File: src/rtl/bcd_display_sequencer.sv
// Binary-to-BCD converter (double dabble, one bit per cycle) that then writes
// each BCD digit to its seven-segment decoder over a shared bus, one per cycle.
module bcd_display_sequencer #(
  parameter int DATA_W = 16,
  parameter int DIGITS = 5
) (
  input  logic              clk,
  input  logic              reset,
  input  logic              req,
  input  logic [DATA_W-1:0] data_in,
  output logic              busy,
  output logic              done,
  output logic [3:0]        digit_bcd,
  output logic [DIGITS-1:0] digit_we
);

  localparam int BCD_W = 4 * DIGITS;
  localparam int CNT_W = $clog2(DATA_W + 1);
  localparam int IDX_W = (DIGITS > 1) ? $clog2(DIGITS) : 1;
  localparam logic [DIGITS-1:0] WE_ONE = DIGITS'(1'b1);

  typedef enum logic [1:0] {
    ST_IDLE    = 2'd0,
    ST_CONVERT = 2'd1,
    ST_WRITE   = 2'd2,
    ST_DONE    = 2'd3
  } state_t;

  state_t             state_r, state_nx_s;
  logic [DATA_W-1:0]  shift_r;
  logic [BCD_W-1:0]   bcd_r;
  logic [BCD_W-1:0]   bcd_adj_s;
  logic [CNT_W-1:0]   cnt_r;
  logic [IDX_W-1:0]   idx_r;
  logic               busy_r, busy_nx_s;
  logic               done_r, done_nx_s;
  logic [3:0]         digit_bcd_r, digit_bcd_nx_s;
  logic [DIGITS-1:0]  digit_we_r, digit_we_nx_s;

  // Add 3 to every nibble that is 5 or more, so the following shift carries correctly.
  function automatic logic [BCD_W-1:0] add3_adjust(input logic [BCD_W-1:0] v);
    logic [BCD_W-1:0] r;
    logic [3:0]       nib;
    r = v;
    for (int i = 0; i < DIGITS; i++) begin
      nib = v[4*i +: 4];
      if (nib >= 4'd5) begin
        r[4*i +: 4] = nib + 4'd3;
      end else begin
        r[4*i +: 4] = nib;
      end
    end
    return r;
  endfunction

  // Mux-free digit select: OR of every nibble masked by its index match.
  function automatic logic [3:0] digit_at(input logic [BCD_W-1:0] v, input logic [IDX_W-1:0] idx);
    logic [3:0] r;
    r = 4'd0;
    for (int i = 0; i < DIGITS; i++) begin
      r = r | (v[4*i +: 4] & {4{idx == IDX_W'(i)}});
    end
    return r;
  endfunction

  assign bcd_adj_s = add3_adjust(bcd_r);

  // State register.
  always_ff @(posedge clk) begin
    if (reset) begin
      state_r <= ST_IDLE;
    end else begin
      state_r <= state_nx_s;
    end
  end

  // Next-state decode and next values of the registered outputs.
  always_comb begin
    state_nx_s     = state_r;
    busy_nx_s      = 1'b1;
    done_nx_s      = 1'b0;
    digit_we_nx_s  = '0;
    digit_bcd_nx_s = digit_bcd_r;
    case (state_r)
      ST_IDLE: begin
        busy_nx_s = 1'b0;
        if (req) begin
          state_nx_s = ST_CONVERT;
        end else begin
          state_nx_s = ST_IDLE;
        end
      end
      ST_CONVERT: begin
        if (cnt_r == CNT_W'(1)) begin
          state_nx_s = ST_WRITE;
        end else begin
          state_nx_s = ST_CONVERT;
        end
      end
      ST_WRITE: begin
        digit_bcd_nx_s = digit_at(bcd_r, idx_r);
        digit_we_nx_s  = WE_ONE << idx_r;
        if (idx_r == IDX_W'(DIGITS - 1)) begin
          state_nx_s = ST_DONE;
        end else begin
          state_nx_s = ST_WRITE;
        end
      end
      ST_DONE: begin
        done_nx_s  = 1'b1;
        state_nx_s = ST_IDLE;
      end
      default: begin
        busy_nx_s  = 1'b0;
        state_nx_s = ST_IDLE;
      end
    endcase
  end

  // Conversion datapath: capture, shift-add-3 steps, digit index.
  always_ff @(posedge clk) begin
    if (reset) begin
      shift_r <= '0;
      bcd_r   <= '0;
      cnt_r   <= '0;
      idx_r   <= '0;
    end else begin
      case (state_r)
        ST_IDLE: begin
          if (req) begin
            shift_r <= data_in;
            bcd_r   <= '0;
            cnt_r   <= CNT_W'(DATA_W);
            idx_r   <= '0;
          end
        end
        ST_CONVERT: begin
          bcd_r   <= {bcd_adj_s[BCD_W-2:0], shift_r[DATA_W-1]};
          shift_r <= {shift_r[DATA_W-2:0], 1'b0};
          cnt_r   <= cnt_r - CNT_W'(1);
        end
        ST_WRITE: begin
          idx_r <= idx_r + IDX_W'(1);
        end
        default: begin
          idx_r <= idx_r;
        end
      endcase
    end
  end

  // Output registers.
  always_ff @(posedge clk) begin
    if (reset) begin
      busy_r      <= 1'b0;
      done_r      <= 1'b0;
      digit_bcd_r <= 4'd0;
      digit_we_r  <= '0;
    end else begin
      busy_r      <= busy_nx_s;
      done_r      <= done_nx_s;
      digit_bcd_r <= digit_bcd_nx_s;
      digit_we_r  <= digit_we_nx_s;
    end
  end

  assign busy      = busy_r;
  assign done      = done_r;
  assign digit_bcd = digit_bcd_r;
  assign digit_we  = digit_we_r;

endmodule
File: config.mk
export PLATFORM = sky130hd
export DESIGN_NAME = bcd_display_sequencer
export DESIGN_NICKNAME = d
export VERILOG_FILES = /design/src/rtl/bcd_display_sequencer.sv
export SDC_FILE = /design/constraint.sdc
export NUM_CORES = 1
export LEC_CHECK = 0
export ABC_CLOCK_PERIOD_IN_PS = 2700
export CORE_MARGIN = 2
export CORE_UTILIZATION = 60
export DETAILED_ROUTE_END_ITERATION = 8
export PLACE_DENSITY = 0.82
export SLEW_MARGIN = 20
export SYNTH_ARGS = -nofsm -noshare
export SYNTH_HDL_FRONTEND = slang
export SYNTH_SLANG_ARGS = --single-unit
File: constraint.sdc
create_clock -name clk -period 2.7 [get_ports clk]
set_input_delay 0.54 -clock clk [delete_from_list [all_inputs] [get_ports clk]]
set_output_delay 0.54 -clock clk [all_outputs]
set_load 0.1 [all_outputs]
==> results.yml <==
synth:
  synth_flop_cell: "dfxtp_1"
  synth-seq-cells: 57
  async_flop_share: 0
  synth_area_sq_um: 2720
  synth-seq-area-share: 0.420
  synthCells: 311
  yosys_warnings: 0
  syn_avg_cell_area_sq_um: 8.74
  synth_cell_types: 44
  synth_edf_count: 0
  synth_nets: 347
finish:
  final_core_util: 0.720
  area_growth_pct: 15.2
  seqCellArea_sq_um: 1140
  drive_above_1_share: 0.0914
  antenna_cells: 0
  final_cell_mix: "72 x nor2_1, 57 x dfxtp_1, 18 x clkdlybuf4s50_1, 17 x a22o_1, 17 x ha_1"
  nFillCells: 353
  fin_nets: 372
  layout_commonest_cell: "nor2_1"
  multiInputGateArea_sq_um: 1410
cts:
  cts-root-buf: "clkbuf_8"
  cts_buffers: 9
  clock_latency_ns: 0.33
  clk_pin_slew_ns: 0.06
  ctsHoldBuffers: 0
  cts_tree: "yes"
  cts_setup_buffers: 0
  post_cts_resized: 0
  htree_levels: 3
  cts_sinks: 57
  cts.path.max_buffers: 2
floorplan:
  die_h_um: 71.3
  core_area_sq_um: 4350
  dieWidth_um: 71.3
  start_util: 0.624
  fp-row-count: 24
  ios: 30
  die-area_sq_um: 5090
critical_path:
  crit_arrival_ns: 2.14
  critPathKind: "input port to flop"
  cp_max_fo: 17
  ff2ff_path_depth: 4
  required_ns: 2.91
  crit_path_start_kind: "input port"
  timing.rr.start: "state_r[1]$_SDFF_PP0_"
  end_kind: "flop"
  startpoint: "req"
global_routing:
  gr-total-overflow: 0
  antenna_found_initial: 0
  track_usage: 0.237
  grt_pass1_vias: 2072
  grt_pass1_wl_mm: 9.40
  grt_max_degree: 36
sta:
  finalClockSkew_ns: 0.00597
  finalSetupViolCount: 0
  tns_ns: 0
  fmax_ghz: 0.517
  worst_pin_slew_ns: 0.556
  layout_min_cycle_time_ns: 1.94
  rsz0062_at_grt: "no"
  fin_crit_sh: 0.717
  slew_violations: 0
  hold_viol_final: 0
  slew_headroom: 0.629
drt:
  num_vias: 2280
  first_pass_iters: 4
  wirelength_mm: 5.72
  avgViaCountPerCell: 5.83
  wire_per_inst_um: 14.6
  ant_nets: 0
  drc: 0
  initialDrtViolationCount: 129
place:
  port-buffer-count: 29
  place_hpwl_mm: 4.03
  gp_congestion: 0.830
job:
  cap_violations: 0
hold_path:
  min_path_cells: 2
  hp-start: "shift_r[0]$_SDFFE_PP0P_"
  hold_path.class: "flop to flop"
run_status:
  status: "finished clean"
power_and_ir_drop:
  leakage_nw: 1.28
  vdd_drop_max_mv: 0.283
  power_density_nw_per_um2: 584
  fin_total_pwr_mw: 1.83
sequential cells by signal, summed over array words and instances, names as in the netlist:
| name | flops |
|---|---|
| done | 1 |
| state_r | 2 |
| shift_r | 16 |
| digit_bcd | 4 |
| idx_r | 3 |
| busy | 1 |
| cnt_r | 5 |
| digit_we | 5 |
| bcd_r | 20 |
per-layer routing:
layer	wire, um	global-route usage	up-vias
met1	2620	0.286	1082
met2	2710	0.390	50
met5	0	0	-
li1	-	-	1136
met3	254	0.0563	12
met4	136	0.132	0
critical path: stages:
cell             delay, ns
clkdlybuf4s50_1       0.52
or3b_1                0.56
nor2_1                0.11
a2111oi_0             0.41
power breakdown:
part | switching (mW) | total [mW] | internal [mW] | leakage [nW]
combinational | 0.141 | 0.234 | 0.0927 | 0.731
clock | 0.305 | 0.679 | 0.374 | 0.0826
sequential | 0.0313 | 0.916 | 0.885 | 0.465
total | 0.478 | 1.83 | 1.35 | 1.28
worst paths after layout:
kind | endpoint | slack [ns]
setup / recovery | shift_r[14]$_SDFFE_PP0P_ | 0.76
hold / removal | shift_r[0]$_SDFFE_PP0P_ | 0.49
setup reg to reg | shift_r[14]$_SDFFE_PP0P_ | 0.84
hold reg to reg | shift_r[0]$_SDFFE_PP0P_ | 0.49
area by class of cell:
class	count	share of cell area
clock buffer	14	0.0519
inverter	16	0.0192
multi-input combinational	219	0.450
sequential	57	0.364
tap	52	0.0208
timing repair buffer	33	0.0935
cell usage after synthesis, types with 4 or more instances:
cell      number  area share
o31ai_1        6       0.017
ha_1          17       0.078
o21ai_0        4      0.0074
nand2b_1       7       0.016
a22o_1        17       0.055
nor2_1        72       0.099
mux2i_1        6       0.022
buf_4          5       0.014
nand2_1       10       0.014
dfxtp_1       57        0.42
inv_1         16       0.022
buf_2          7       0.013
clkbuf_1       4      0.0055
nor4_1        13       0.030
a21oi_1       12       0.022
a32oi_1        5       0.016
xor2_1         5       0.016
xnor2_1        5       0.016
metrics by stage:
stage / instances / cell area [sq um] / hold slack (ns) / worst slack, ns
final: 391 / 3130 / 0.486 / 0.765
after global routing: 391 / 3130 / 0.505 / 0.641
after CTS: 391 / 3130 / 0.485 / 0.734
after detailed placement: 377 / 2970 / 0.477 / 0.378
after floorplan: 311 / 2720 / 0.448 / 1.24
after global placement: 377 / 2970 / 0.462 / 0.545
logic make-up after synthesis:
family                   after synthesis  share of synthesized area
buffers and inverters                 35                     0.0612
AO/OA/AOI/OAI                         62                      0.172
adder cells (fa/ha/maj)               17                     0.0782
flip-flops                            57                      0.420
AND/OR/NAND/NOR                      123                      0.211
multiplexers                           7                     0.0262
XOR/XNOR                              10                     0.0322
No activity file was read; power rests on OpenSTA's default activity.
